## config.mk

```make
export PLATFORM = sky130hd
export DESIGN_NAME = ctrl_pipe
export DESIGN_NICKNAME = d
export VERILOG_FILES = /design/src/rtl/ctrl_pipe_pkg.sv /design/src/rtl/ctrl_pipe_stage.sv /design/src/rtl/ctrl_pipe.sv
export SDC_FILE = /design/constraint.sdc
export NUM_CORES = 1
export LEC_CHECK = 0
export ABC_AREA = 1
export BUFFER_PORTS_ARGS = -buffer_cell sky130_fd_sc_hd__buf_4
export CORE_ASPECT_RATIO = 0.75
export CORE_UTILIZATION = 40
export CTS_CLUSTER_SIZE = 20
export DETAILED_ROUTE_END_ITERATION = 16
export PLACE_DENSITY_LB_ADDON = 0.05
export SYNTH_ARGS = -nofsm -noshare
export SYNTH_HDL_FRONTEND = slang
export SYNTH_SLANG_ARGS = --single-unit
```

## constraint.sdc

```tcl
create_clock -name clk -period 1.4 [get_ports clk]
set_input_delay 0 -clock clk [delete_from_list [all_inputs] [get_ports clk]]
set_output_delay 0 -clock clk [all_outputs]
set_load 0.1 [all_outputs]
```

## src/rtl/ctrl_pipe_pkg.sv

```systemverilog
// Shared constants and types for the control pipeline: control-word bit
// positions, performance counter width, and the per-stage action encoding.
package ctrl_pipe_pkg;

  // Control-word bit positions
  localparam int WE_BIT_DEFAULT = 0;  // register-write enable
  localparam int MEM_RD_BIT     = 1;  // memory read
  localparam int MEM_WR_BIT     = 2;  // memory write
  localparam int HILO_WE_BIT    = 3;  // hi/lo register write

  // Performance counter width
  localparam int CNT_W = 32;

  // What a stage register does on the next edge
  typedef enum logic [1:0] {
    ACT_LOAD   = 2'd0,  // take the word offered by the upstream source
    ACT_HOLD   = 2'd1,  // keep the current word
    ACT_BUBBLE = 2'd2   // become an empty slot
  } stage_act_e;

endpackage : ctrl_pipe_pkg

```

## src/rtl/ctrl_pipe_stage.sv

```systemverilog
// One control-pipeline stage register: load / hold / bubble, with an
// optional clear of the write-enable bit on whatever word is being kept.
module ctrl_pipe_stage
  import ctrl_pipe_pkg::*;
#(
  parameter int CW     = 16,
  parameter int WE_BIT = WE_BIT_DEFAULT
) (
  input  logic          clk,
  input  logic          rst,
  input  stage_act_e    act,
  input  logic          kill_we,
  input  logic [CW-1:0] in_ctrl,
  input  logic          in_valid,
  output logic [CW-1:0] ctrl_q,
  output logic          valid_q
);

  logic [CW-1:0] ctrl_d;
  logic          valid_d;

  // Select the next word; kill_we strips register-write from it
  always_comb begin
    ctrl_d  = ctrl_q;
    valid_d = valid_q;
    case (act)
      ACT_LOAD: begin
        ctrl_d  = in_ctrl;
        valid_d = in_valid;
      end
      ACT_BUBBLE: begin
        ctrl_d  = '0;
        valid_d = 1'b0;
      end
      default: ;
    endcase
    if (kill_we) ctrl_d[WE_BIT] = 1'b0;
  end

  // Stage register with synchronous active-low reset
  always_ff @(posedge clk) begin
    if (!rst) begin
      ctrl_q  <= '0;
      valid_q <= 1'b0;
    end else begin
      ctrl_q  <= ctrl_d;
      valid_q <= valid_d;
    end
  end

endmodule : ctrl_pipe_stage

```

## src/rtl/ctrl_pipe.sv

```systemverilog
// Control-word pipeline after decode: NSTAGE stage registers with
// back-propagating stall, per-stage flush, and exception handling that
// strips register-write from the faulting instruction.
// Optional macro CTRL_PIPE_PERF_EN adds bubble_cnt / flush_cnt counters.
module ctrl_pipe
  import ctrl_pipe_pkg::*;
#(
  parameter int NSTAGE    = 3,
  parameter int CW        = 16,
  parameter int WE_BIT    = WE_BIT_DEFAULT,
  parameter int EXC_STAGE = 0
) (
  input  logic                 clk,
  input  logic                 rst,
  input  logic [CW-1:0]        ctrl_d,
  input  logic                 valid_d,
  input  logic [NSTAGE-1:0]    stall,
  input  logic [NSTAGE-1:0]    flush,
  input  logic                 exc,
  output logic [NSTAGE*CW-1:0] ctrl_o,
  output logic [NSTAGE-1:0]    valid_o,
  output logic [NSTAGE-1:0]    we_o
`ifdef CTRL_PIPE_PERF_EN
  ,
  output logic [CNT_W-1:0]     bubble_cnt,
  output logic [CNT_W-1:0]     flush_cnt
`endif
);

  logic [NSTAGE-1:0] seff;      // effective stall per stage
  logic              exc_acc;   // exception applies to a real instruction
  logic              exc_pass;  // excepting word moves on this edge

  assign exc_acc  = exc & valid_o[EXC_STAGE];
  assign exc_pass = exc_acc & ~seff[EXC_STAGE];

  genvar gi;
  generate
    for (gi = 0; gi < NSTAGE; gi++) begin : g_stage
      logic [CW-1:0] in_ctrl;
      logic          in_valid;
      stage_act_e    act;
      logic          kill_we;

      // A stall anywhere downstream freezes this stage
      assign seff[gi] = |stall[NSTAGE-1:gi];

      if (gi == 0) begin : g_src_dec
        assign in_ctrl  = ctrl_d;
        assign in_valid = valid_d;
      end else begin : g_src_prev
        // A stalled upstream stage hands down a bubble instead of its word
        assign in_ctrl  = seff[gi-1] ? '0 : ctrl_o[(gi-1)*CW +: CW];
        assign in_valid = ~seff[gi-1] & valid_o[gi-1];
      end

      // Flush and exception squash beat hold, hold beats load
      always_comb begin
        if (flush[gi] || (exc_pass && (gi <= EXC_STAGE))) act = ACT_BUBBLE;
        else if (seff[gi])                                 act = ACT_HOLD;
        else                                               act = ACT_LOAD;
      end

      // Strip write-enable either in place (stalled) or on the way out
      assign kill_we = ((gi == EXC_STAGE)     && exc_acc && seff[gi]) ||
                       ((gi == EXC_STAGE + 1) && exc_pass);

      ctrl_pipe_stage #(
        .CW     (CW),
        .WE_BIT (WE_BIT)
      ) u_stage (
        .clk      (clk),
        .rst      (rst),
        .act      (act),
        .kill_we  (kill_we),
        .in_ctrl  (in_ctrl),
        .in_valid (in_valid),
        .ctrl_q   (ctrl_o[gi*CW +: CW]),
        .valid_q  (valid_o[gi])
      );

      assign we_o[gi] = valid_o[gi] & ctrl_o[gi*CW + WE_BIT];
    end
  endgenerate

`ifdef CTRL_PIPE_PERF_EN
  logic [CNT_W-1:0] bubble_cnt_q, bubble_cnt_d;
  logic [CNT_W-1:0] flush_cnt_q,  flush_cnt_d;

  // Saturating counts of empty last-stage cycles and flush/exception cycles
  always_comb begin
    bubble_cnt_d = bubble_cnt_q;
    flush_cnt_d  = flush_cnt_q;
    if (!valid_o[NSTAGE-1] && (bubble_cnt_q != '1))
      bubble_cnt_d = bubble_cnt_q + 1'b1;
    if (((|flush) || exc_acc) && (flush_cnt_q != '1))
      flush_cnt_d = flush_cnt_q + 1'b1;
  end

  // Counter registers, cleared by reset
  always_ff @(posedge clk) begin
    if (!rst) begin
      bubble_cnt_q <= '0;
      flush_cnt_q  <= '0;
    end else begin
      bubble_cnt_q <= bubble_cnt_d;
      flush_cnt_q  <= flush_cnt_d;
    end
  end

  assign bubble_cnt = bubble_cnt_q;
  assign flush_cnt  = flush_cnt_q;
`endif

endmodule : ctrl_pipe
```

==> out/metrics.cfg, run 1 <==
[status]
outcome=finished clean

[route]
ant_nets=0
viasPerCell=4.80
drt_iter0_drc=90
drc=0
vias=2034
wl_per_cell_um=12.3
finalWirelength_um=5210
drt-pass1-iter-count=4

[cts]
clk_pin_slew_ns=0.09
cts_tree=yes
cts_made_buffers=5
cts-htree-levels=2
root_buffer=clkbuf_8
clk_latency_ns=0.30
cts.sinks=51
clock_path_buffers=2
cts_setup_buffers=0

[logic_synthesis]
syn_inst=281
ys_ff_latch=51
synth_area_per_cell_um2=8.01
yosysSeqAreaShare=0.453
syn_nets=307
syn-cell-area_um2=2250
synth_warnings=0
ys_types=24

[critical_path]
cp-end-kind=flop
critical_path_arrival_ns=1.39
r2r-start=g_stage[0].u_stage.valid_q
crit_type=reg2reg
critPathLaunchType=flop
crit_start=g_stage[0].u_stage.valid_q
worst_ep_required_time_ns=1.59
path_max_fanout=18

[power]
power.leakage_nw=1.22
power.density_nw_per_um2=938
vdd_drop_max_mv=0.550

[sta]
min_period_ns=1.20
fmax_mhz=835
tightest_slew_ns=0.454
finalHoldViolCount=0
setup_violations=0
clock_skew_ns=0.00320
finalCritPeriodShare=0.855
finalSetupTns_ns=0
rsz0062_at_grt=no
slew_headroom=0.696
maxSlewViolCount=0

[grt]
grt_pass1_wl_um=8520
antenna_found_initial=0
grt_pass1_vias=1894
overflow=0
grt_use_total=0.186
grt_start_max_net_pins=51

[floorplan]
core_um2=5380
die_h_um=67.0
ios=80
rows=23
start_util=0.419
die_w_um=88.6
dieArea_um2=5940

[place]
routabilityCongestion=0.726
io_buffers=79
hpwlAfterDp_um=3580
place_inst=416
placed_area_um2=2830

[min_path]
hp-start=ctrl_d[15]
worstHoldPathType=in2reg

[layout]
final_common_cell=buf_4
layout_common_cells=buf_4, nand3_1, dfxtp_1, a21oi_1, nand2_1
drive_above_1_share=0.341
final_cell_area_um2=2950
nFillCells=559
area_growth_pct=30.8
diodes=0
fin_cells=424
nNetsFinal=375

[run]
drv_cap=0

==> sequential cells by signal (all words and copies together) (netlist names) <==
signal / count
g_stage.u_stage.ctrl_q: 48
g_stage.u_stage.valid_q: 3
==> power by group <==
part / leakage [nW] / internal [W] / total [W] / switching, W
Clock: 0.0502 / 0.000523 / 0.00101 / 0.000491
Combinational: 0.762 / 0.0000934 / 0.000286 / 0.000193
Sequential: 0.413 / 0.00146 / 0.00146 / 0.00000707
Total: 1.22 / 0.00207 / 0.00276 / 0.000691
==> metal layers <==
metal	routed length (um)	track usage	vias to the layer above
li1	-	-	1055
met1	2570	0.232	921
met2	2320	0.313	52
met3	260	0.0421	6
met4	63	0.0645	0
met5	0	0	-
==> repair_timing <==
item                                   4_1_cts  5_1_grt
endpoints found under the hold margin        1        0
gates resized for setup                      0        0
hold buffers                                 1        0
==> synth_stat cells, drive strengths merged <==
cell type,n,area (um^2)
nand2,40,158
inv,25,93.8
a21oi,51,293
dfxtp,51,1020
nand3,68,398
clkinv,3,12.5
nand4,1,6.26
clkbuf,7,26.3
buf,15,135
nor2,20,109
==> critical path: stages (launching register included) <==
cell and delay (ns):
dfxtp_1 0.41, nand2_1 0.09, inv_1 0.10, nand3_4 0.23
nand3_1 0.17, a21oi_1 0.08
==> stage by stage <==
stage	total power [W]	setup slack [ns]	utilization	hold slack, ns
after detailed placement	0.00178	0.210	0.526	0.266
after CTS	0.00279	0.196	0.547	0.0140
final	0.00276	0.203	0.547	0.0120
after global routing	0.00287	0.0671	0.547	0.0227
after floorplan	0.00169	0.0405	-	0.129
after global placement	0.00178	0.261	0.526	0.271
==> path summary, 6_finish.rpt <==
check / endpoint / slack (ns) / depth (start not counted)
setup / recovery: g_stage[0].u_stage.ctrl_q[4] / 0.20 / 5
setup reg to reg: g_stage[0].u_stage.ctrl_q[4] / 0.20 / 5
hold reg to reg: g_stage[2].u_stage.ctrl_q[7] / 0.47 / 2
hold / removal: g_stage[0].u_stage.ctrl_q[15] / 0.01 / 5
==> final cells by class <==
class | count | area, um^2 | area share
sequential | 51 | 1020 | 0.348
tap | 75 | 93.8 | 0.0319
clock inverter | 2 | 37.5 | 0.0127
inverter | 28 | 106 | 0.0361
clock buffer | 5 | 68.8 | 0.0234
multi-input combinational | 180 | 963 | 0.327
timing repair buffer | 83 | 651 | 0.221
==> kinds of logic after synthesis <==
| kind of cell | after synthesis | share of synthesized area |
|---|---|---|
| AO/OA/AOI/OAI | 51 | 0.130 |
| buffers and inverters | 50 | 0.119 |
| flip-flops | 51 | 0.453 |
| AND/OR/NAND/NOR | 129 | 0.298 |
Note: power is estimated with default switching activity, not from simulation.
==> inputs of run 2 (changes only) <==
Settings changed: SYNTH_HIERARCHICAL set to 1.
==> run 2 against run 1 <==
Core utilization shrank 2.4 points. Cell count rose by 41%. Area after synthesis rose by 25%. Sequential power is 9.6% higher. Highest routed layer unchanged. Power increased by 37%. Register-to-register slack gained 0.03 ns.
==> out/metrics.cfg, run 2 <==
[route]
wl_per_cell_um=9.79  ; was 12.3 um
vias=2556  ; was 2,034
finalWirelength_um=5870  ; was 5210 um
ant_nets=0  ; unchanged
drc=0  ; unchanged
viasPerCell=4.27  ; was 4.80
drt_iter0_drc=60  ; was 90
drt-pass1-iter-count=6  ; was 4

[place]
place_inst=574  ; was 416
io_buffers=79  ; unchanged
routabilityCongestion=0.717  ; was 0.726
hpwlAfterDp_um=4100  ; was 3580 um
place_ws_ns=-0.177  ; was 0.210 ns

[grt]
overflow=0  ; unchanged
grt_use_total=0.162  ; was 0.186
grt_pass1_vias=2243  ; was 1,894
grt_start_max_net_pins=47  ; was 51
antenna_found_initial=0  ; unchanged
grt_pass1_wl_um=9500  ; was 8520 um

[layout]
area_growth_pct=26.6  ; was 30.8%
largest_registers=g_stage.u_stage/ctrl_q (48), g_stage.u_stage/valid_q (3)  ; was g_stage.u_stage.ctrl_q (48), g_stage.u_stage.valid_q (3)
top_register=g_stage.u_stage/ctrl_q  ; was g_stage.u_stage.ctrl_q
fin_cells=599  ; was 424
final_common_cell=nand2_1  ; was buf_4
drive_above_1_share=0.245  ; was 0.341
nNetsFinal=540  ; was 375
diodes=0  ; unchanged
largest_reg_flops=48  ; unchanged
layout_common_cells=nand2_1, inv_1, buf_4, nor2_1, a21oi_1  ; was buf_4, nand3_1, dfxtp_1, a21oi_1, nand2_1

[power]
power_w=0.00378  ; was 0.00276 W
vdd_drop_max_mv=0.446  ; was 0.550 mV
power.leakage_nw=1.75  ; was 1.22 nW
power.density_nw_per_um2=1060  ; was 938 nW/um^2

[sta]
finalHoldViolCount=0  ; unchanged
fmax_mhz=843  ; was 835 MHz
holdWs_ns=0.0793  ; was 0.0120 ns
tightest_slew_ns=1.28  ; was 0.454 ns
setup_violations=0  ; unchanged
slew_headroom=0.147  ; was 0.696
rsz0062_at_grt=no  ; unchanged
finalCritPeriodShare=0.847  ; was 0.855
finalSetupTns_ns=0  ; unchanged
maxSlewViolCount=0  ; unchanged
clock_skew_ns=0.00883  ; was 0.00320 ns
min_period_ns=1.19  ; was 1.20 ns
worst_slack_ns=0.214  ; was 0.203 ns

[cts]
cts_tree=yes  ; unchanged
cts_setup_buffers=0  ; unchanged
root_buffer=clkbuf_8  ; unchanged
clock_path_buffers=2  ; unchanged
clk_pin_slew_ns=0.10  ; was 0.09 ns
cts_made_buffers=5  ; unchanged
cts-htree-levels=2  ; unchanged
cts.sinks=51  ; unchanged
clk_latency_ns=0.30  ; about the same

[logic_synthesis]
synth-edff-count=0  ; unchanged
synth_warnings=6  ; was 0
ys.flop_type=dfxtp_1  ; unchanged
ys_types=16  ; was 24
synthTopCellsByArea=dfxtp_1, nand2_1, inv_1  ; was dfxtp_1, nand3_1, a21oi_1
syn_nets=456  ; was 307
synth_most_common_cell=nand2_1  ; was nand3_1
synth_top_area_cell=dfxtp_1  ; unchanged
yosys.area.top_type_share=0.363  ; was 0.453
yosysSeqAreaShare=0.363  ; was 0.453
synth_area_per_cell_um2=6.53  ; was 8.01 um^2
syn-cell-area_um2=2810  ; was 2250 um^2
syn_inst=430  ; was 281
yosys-top-cells-count=nand2_1, inv_1, nor2_1  ; was nand3_1, dfxtp_1, a21oi_1
ys_ff_latch=51  ; unchanged
async_flop_share=0  ; unchanged

[floorplan]
dieArea_um2=7360  ; was 5940 um^2
core_um2=6800  ; was 5380 um^2
ios=80  ; unchanged
die_w_um=98.8  ; was 88.6 um
die_h_um=74.6  ; was 67.0 um
rows=26  ; was 23
start_util=0.413  ; was 0.419

[critical_path]
crit_type=in2reg  ; was reg2reg
crit_chain=buf_4 -> nor2_4 -> nor2_2 -> nand2_1 -> nand2_1 -> nor2_1  ; was nand2_1 -> inv_1 -> nand3_4 -> nand3_1 -> a21oi_1
max_stage_delay_ns=0.95  ; was 0.41 ns
cp_num_buf_inv=1  ; unchanged
critical_path_arrival_ns=1.39  ; about the same
cp_slowest_cell=nor2_2  ; was dfxtp_1
cp_common_cell=nand2_1
cp_top_family=simple AND/OR/NAND/NOR gates  ; unchanged
path_max_fanout=34  ; was 18
cp-end-kind=flop  ; unchanged
worst_ep_required_time_ns=1.61  ; was 1.59 ns
critPathLaunchType=input port  ; was flop

[min_path]
worstHoldPathType=in2reg  ; unchanged

[run]
drv_cap=0  ; unchanged

[status]
outcome=finished clean  ; unchanged

## run 2: changes by cell type in the layout (fill, tap and decap cells not counted), moves of 3 or more
cell,before,now
clkinv_1,3,0
a21oi_2,10,0
a21oi_1,41,51
nand3_1,58,1
dlygate4sd3_1,1,17
dfxtp_1,48,35
nor2_4,2,12
inv_1,23,98
buf_4,80,83
nand3_2,9,0
dfxtp_2,3,15
nor2_1,16,79
nand2_1,39,107
## run 2: per-stage QoR
stage	util	instance area, um^2
4_1_cts	0.522	3550
5_1_grt	0.523	3560
6_report	0.523	3560
3_3_place_gp	0.481	3270
3_5_place_dp	0.481	3270
2_1_floorplan	-	2830
## run 2: final cells by class
| class | instances | area (um^2) |
|---|---|---|
| fill | 730 | 3240 |
| multi-input combinational | 255 | 1130 |
| sequential | 51 | 1040 |
| timing repair buffer | 100 | 793 |
| inverter | 101 | 379 |
| tap | 84 | 105 |
| clock buffer | 6 | 93.8 |
| clock inverter | 2 | 13.8 |
## run 2: logic make-up after synthesis
group	after synthesis	synth area share
AND/OR/NAND/NOR	203	0.305
buffers and inverters	124	0.240
AO/OA/AOI/OAI	51	0.0909
flip-flops	51	0.363
other	1	0.00134
## run 2: worst register-to-register path, cell delays in order (launching register included)
cell and delay (ns):
dfxtp_4 0.37, nand2_1 0.08, inv_1 0.04, nand3_1 0.08, nand2_1 0.07, inv_2 0.24, a21oi_1 0.11, nor2_1 0.11
## run 2: metal layers
| metal | share of wire | GRT usage | vias to the layer above | wire [um] |
|---|---|---|---|---|
| met5 | 0 | 0 | - | 0 |
| met4 | 0.010 | 0.0498 | 0 | 59 |
| met3 | 0.034 | 0.0367 | 5 | 198 |
| met2 | 0.47 | 0.300 | 46 | 2780 |
| met1 | 0.48 | 0.191 | 1112 | 2830 |
| li1 | - | - | 1393 | - |
## run 2: power by group
part / internal, W / switching [W] / leakage, nW / total [W]
Clock: 0.000461 / 0.000502 / 0.0563 / 0.000964
Sequential: 0.00154 / 0.0000621 / 0.426 / 0.00160
Combinational: 0.000305 / 0.000908 / 1.27 / 0.00121
Total: 0.00230 / 0.00147 / 1.75 / 0.00378
## run 2: path summary, 6_finish.rpt
path | start | to | slack [ns] | cells after the start
setup / recovery | stall[1] | g_stage[1].u_stage/ctrl_q[12] | 0.21 | 6
setup reg to reg | g_stage[0].u_stage/valid_q | g_stage[0].u_stage/ctrl_q[10] | 0.23 | 7
hold / removal | exc | g_stage[0].u_stage/ctrl_q[0] | 0.08 | 6
hold reg to reg | g_stage[2].u_stage/ctrl_q[8] | g_stage[2].u_stage/ctrl_q[8] | 0.52 | 4
## run 2: what timing repair did
| item | in CTS | in global routing |
|---|---|---|
| endpoints found under the hold margin | 17 | 0 |
| endpoints found under the setup margin | 0 | 5 |
| resized for setup | 0 | 1 |
| hold buffers | 17 | 0 |
==> inputs of run 3 (changes only) <==
Settings changed: ABC_AREA 1 to 0.
Clock period 1.4 ns to 1.1 ns, I/O delays scaled along.
==> run 3 against run 2 <==
Power is 0.76% lower. Critical path depth decreased by 3. Cell area up 4.6%. Routed wire length decreased by 3.3%. Combinational power is 46% lower. Hold slack worse by 0.046 ns. Register-to-register slack worse by 0.32 ns. Sequential cell count unchanged. Global-route usage is 0.88 points higher. The flow now finishes with violations (negative setup slack). Clock power up 31%. Area after synthesis is 7.8% lower. Synthesized cell count shrank 37%. Largest cell class unchanged.
==> out/metrics.cfg, run 3 <==
[status]
outcome=finished with violations  ; was finished clean
violations=negative setup slack

[layout]
nNetsFinal=389  ; was 540
diodes=0  ; unchanged
top_register=g_stage.u_stage/ctrl_q  ; unchanged
register_area_um2=1170  ; was 1040 um^2
drive_above_1_share=0.591  ; was 0.245
layout_common_cells=buf_4, nand2_1, and2_1, or3b_1, dfxtp_4  ; was nand2_1, inv_1, buf_4, nor2_1, a21oi_1
nFillCells=558  ; was 730
multi_input_area_um2=1540  ; was 1130 um^2
final_common_cell=buf_4  ; was nand2_1
largest_registers=g_stage.u_stage/ctrl_q (48), g_stage.u_stage/valid_q (3)  ; unchanged
fin_cells=442  ; was 599
final_cell_area_um2=3720  ; was 3560 um^2
area_growth_pct=43.7  ; was 26.6%
final_core_util=0.617  ; was 0.523
largest_reg_flops=48  ; unchanged

[sta]
clock_skew_ns=0.0164  ; was 0.00883 ns
rsz0062_at_grt=yes  ; was no
min_period_ns=1.19
finalHoldViolCount=0  ; unchanged
finalCritPeriodShare=1.08
tightest_slew_ns=0.752  ; was 1.28 ns
maxSlewViolCount=0  ; unchanged
fmax_mhz=842
slew_headroom=0.498  ; was 0.147
setup_violations=19  ; was 0
worst_slack_ns=-0.0883  ; was 0.214 ns
finalSetupTns_ns=-1.18  ; was 0 ns

[cts]
root_buffer=clkbuf_8  ; unchanged
clk_latency_ns=0.31  ; was 0.30 ns
cts_made_buffers=5  ; unchanged
clk_pin_slew_ns=0.10  ; about the same
clock_path_buffers=2  ; unchanged
hold_buffers=0  ; was 17
cts_tree=yes  ; unchanged
cts.sinks=51  ; unchanged
cts-htree-levels=2  ; unchanged

[logic_synthesis]
syn_inst=272  ; was 430
syn_nets=298  ; was 456
yosys.area.top_type_share=0.394  ; was 0.363
yosys-top-cells-count=nand2_1, dfxtp_1, and2_1  ; was nand2_1, inv_1, nor2_1
yosysSeqAreaShare=0.394  ; was 0.363
ys_ff_latch=51  ; unchanged
async_flop_share=0  ; unchanged
synth_top_area_cell=dfxtp_1  ; unchanged
synthTopCellsByArea=dfxtp_1, or3b_1, a21boi_2  ; was dfxtp_1, nand2_1, inv_1
ys_types=20  ; was 16
syn-cell-area_um2=2590  ; was 2810 um^2
synth_most_common_cell=nand2_1  ; unchanged
synth_area_per_cell_um2=9.52  ; was 6.53 um^2
synth-edff-count=0  ; unchanged
ys.flop_type=dfxtp_1  ; unchanged
synth_warnings=6  ; unchanged

[power]
p_switching_w=0.00109  ; was 0.00147 W
p_sw_frac=0.291  ; was 0.390
seq_power_share=0.489  ; was 0.424
power.leakage_nw=1.46  ; was 1.75 nW
p_clk_frac=0.337  ; was 0.255
p_int_w=0.00266  ; was 0.00230 W
power.density_nw_per_um2=1010  ; was 1060 nW/um^2
vdd_drop_max_mv=0.580  ; was 0.446 mV
p_comb_frac=0.174  ; was 0.321

[place]
routabilityCongestion=0.696  ; was 0.717
place_inst=430  ; was 574
place_ws_ns=-0.283  ; was -0.177 ns
placed_area_um2=3480  ; was 3270 um^2
io_buffers=79  ; unchanged
hpwlAfterDp_um=4030  ; was 4100 um

[critical_path]
cp_slowest_cell=or3b_1  ; was nor2_2
crit_type=reg2reg  ; was in2reg
worst_ep_required_time_ns=1.34  ; was 1.61 ns
max_stage_delay_ns=0.39  ; was 0.95 ns
r2r_cells=3  ; was 7
critical_path_arrival_ns=1.43  ; was 1.39 ns
r2r_slack_ns=-0.09  ; was 0.23 ns
cp-end-kind=flop  ; unchanged
critPathLaunchType=flop  ; was input port
r2r-start=g_stage[0].u_stage/valid_q  ; unchanged
path_max_fanout=8  ; was 34
reg2reg_to=g_stage[0].u_stage/ctrl_q[5]  ; was g_stage[0].u_stage/ctrl_q[10]
crit_chain=a31o_4 -> or3b_1 -> a21boi_2  ; was buf_4 -> nor2_4 -> nor2_2 -> nand2_1 -> nand2_1 -> nor2_1
crit_start=g_stage[0].u_stage/valid_q  ; was stall[1]

[min_path]
min_to=g_stage[0].u_stage/ctrl_q[7]  ; was g_stage[0].u_stage/ctrl_q[0]
worstHoldPathType=in2reg  ; unchanged
hp-start=ctrl_d[7]  ; was exc
holdPathStages=3  ; was 6

[floorplan]
dieArea_um2=6800  ; was 7360 um^2
die_h_um=71.7  ; was 74.6 um
die_w_um=94.9  ; was 98.8 um
core_um2=6040  ; was 6800 um^2
rows=24  ; was 26
start_util=0.429  ; was 0.413
ios=80  ; unchanged

[grt]
antenna_found_initial=0  ; unchanged
grt_pass1_wl_um=9170  ; was 9500 um
grt_pass1_vias=2062  ; was 2,243
grt_use_total=0.171  ; was 0.162
grt_start_max_net_pins=52  ; was 47
overflow=0  ; unchanged

[run]
drv_cap=0  ; unchanged

[route]
viasPerCell=4.87  ; was 4.27
drt_iter0_drc=46  ; was 60
drt-pass1-iter-count=3  ; was 6
finalWirelength_um=5670  ; was 5870 um
vias=2151  ; was 2,556
ant_nets=0  ; unchanged
drc=0  ; unchanged
wl_per_cell_um=12.8  ; was 9.79 um

## run 3: through the flow
| stage | total power, W | hold WS (ns) |
|---|---|---|
| 6_report | 0.00375 | 0.0335 |
| 5_1_grt | 0.00392 | 0.0200 |
| 4_1_cts | 0.00380 | 0.0193 |
| 3_5_place_dp | 0.00249 | 0.352 |
| 3_3_place_gp | 0.00248 | 0.348 |
| 2_1_floorplan | 0.00229 | 0.133 |
## run 3: worst max-delay path by stage
stage,to,slack (ns)
floorplan,g_stage[0].u_stage/ctrl_q[15],-0.26
CTS,g_stage[0].u_stage/ctrl_q[12],-0.11
global placement,g_stage[0].u_stage/ctrl_q[4],-0.22
global route,g_stage[0].u_stage/ctrl_q[7],-0.14
detailed placement,g_stage[0].u_stage/ctrl_q[11],-0.28
finish,g_stage[0].u_stage/ctrl_q[5],-0.09
## run 3: final cells by class
| cell class | count | share of cell area |
|---|---|---|
| clock buffer | 6 | 0.0252 |
| clock inverter | 2 | 0.00403 |
| multi-input combinational | 205 | 0.414 |
| sequential | 51 | 0.314 |
| tap | 78 | 0.0262 |
| timing repair buffer | 100 | 0.216 |
## run 3: critical path, delay by kind of cell, from the launching register on
kind / cells / cell delay, ns
flip-flops: 1 / 0.38
AND/OR/NAND/NOR: 1 / 0.39
AO/OA/AOI/OAI: 2 / 0.37
## run 3: cells by family (layout without fill, tap and decap cells)
| kind of cell | count (synthesis) | in the layout | share of synthesized area |
|---|---|---|---|
| buffers and inverters | 18 | 108 | 0.0570 |
| flip-flops | 51 | 51 | 0.394 |
| other | 1 | 1 | 0.00145 |
| AO/OA/AOI/OAI | 52 | 54 | 0.183 |
| AND/OR/NAND/NOR | 150 | 150 | 0.364 |
## run 3: power by group through the flow
stage               Clock [W]  Sequential (W)  Combinational (W)
floorplan                   0         0.00207           0.000219
global placement            0         0.00188           0.000609
detailed placement          0         0.00188           0.000615
CTS                   0.00133         0.00183           0.000642
global route          0.00139         0.00184           0.000696
finish                0.00126         0.00183           0.000653
## run 3: what timing repair did
item	CTS	global route
resized for setup	16	9
endpoints found under the setup margin	20	20
pin swaps	18	10
gates cloned	2	0
setup buffers	0	2
## run 3: metal layers
layer | routed length [um] | up-vias | part of all wire | GRT usage
met3 | 239 | 5 | 0.042 | 0.0393
met1 | 2680 | 982 | 0.47 | 0.214
met4 | 35 | 0 | 0.0062 | 0.0404
li1 | - | 1123 | - | -
met2 | 2720 | 41 | 0.48 | 0.298
met5 | 0 | - | 0 | 0
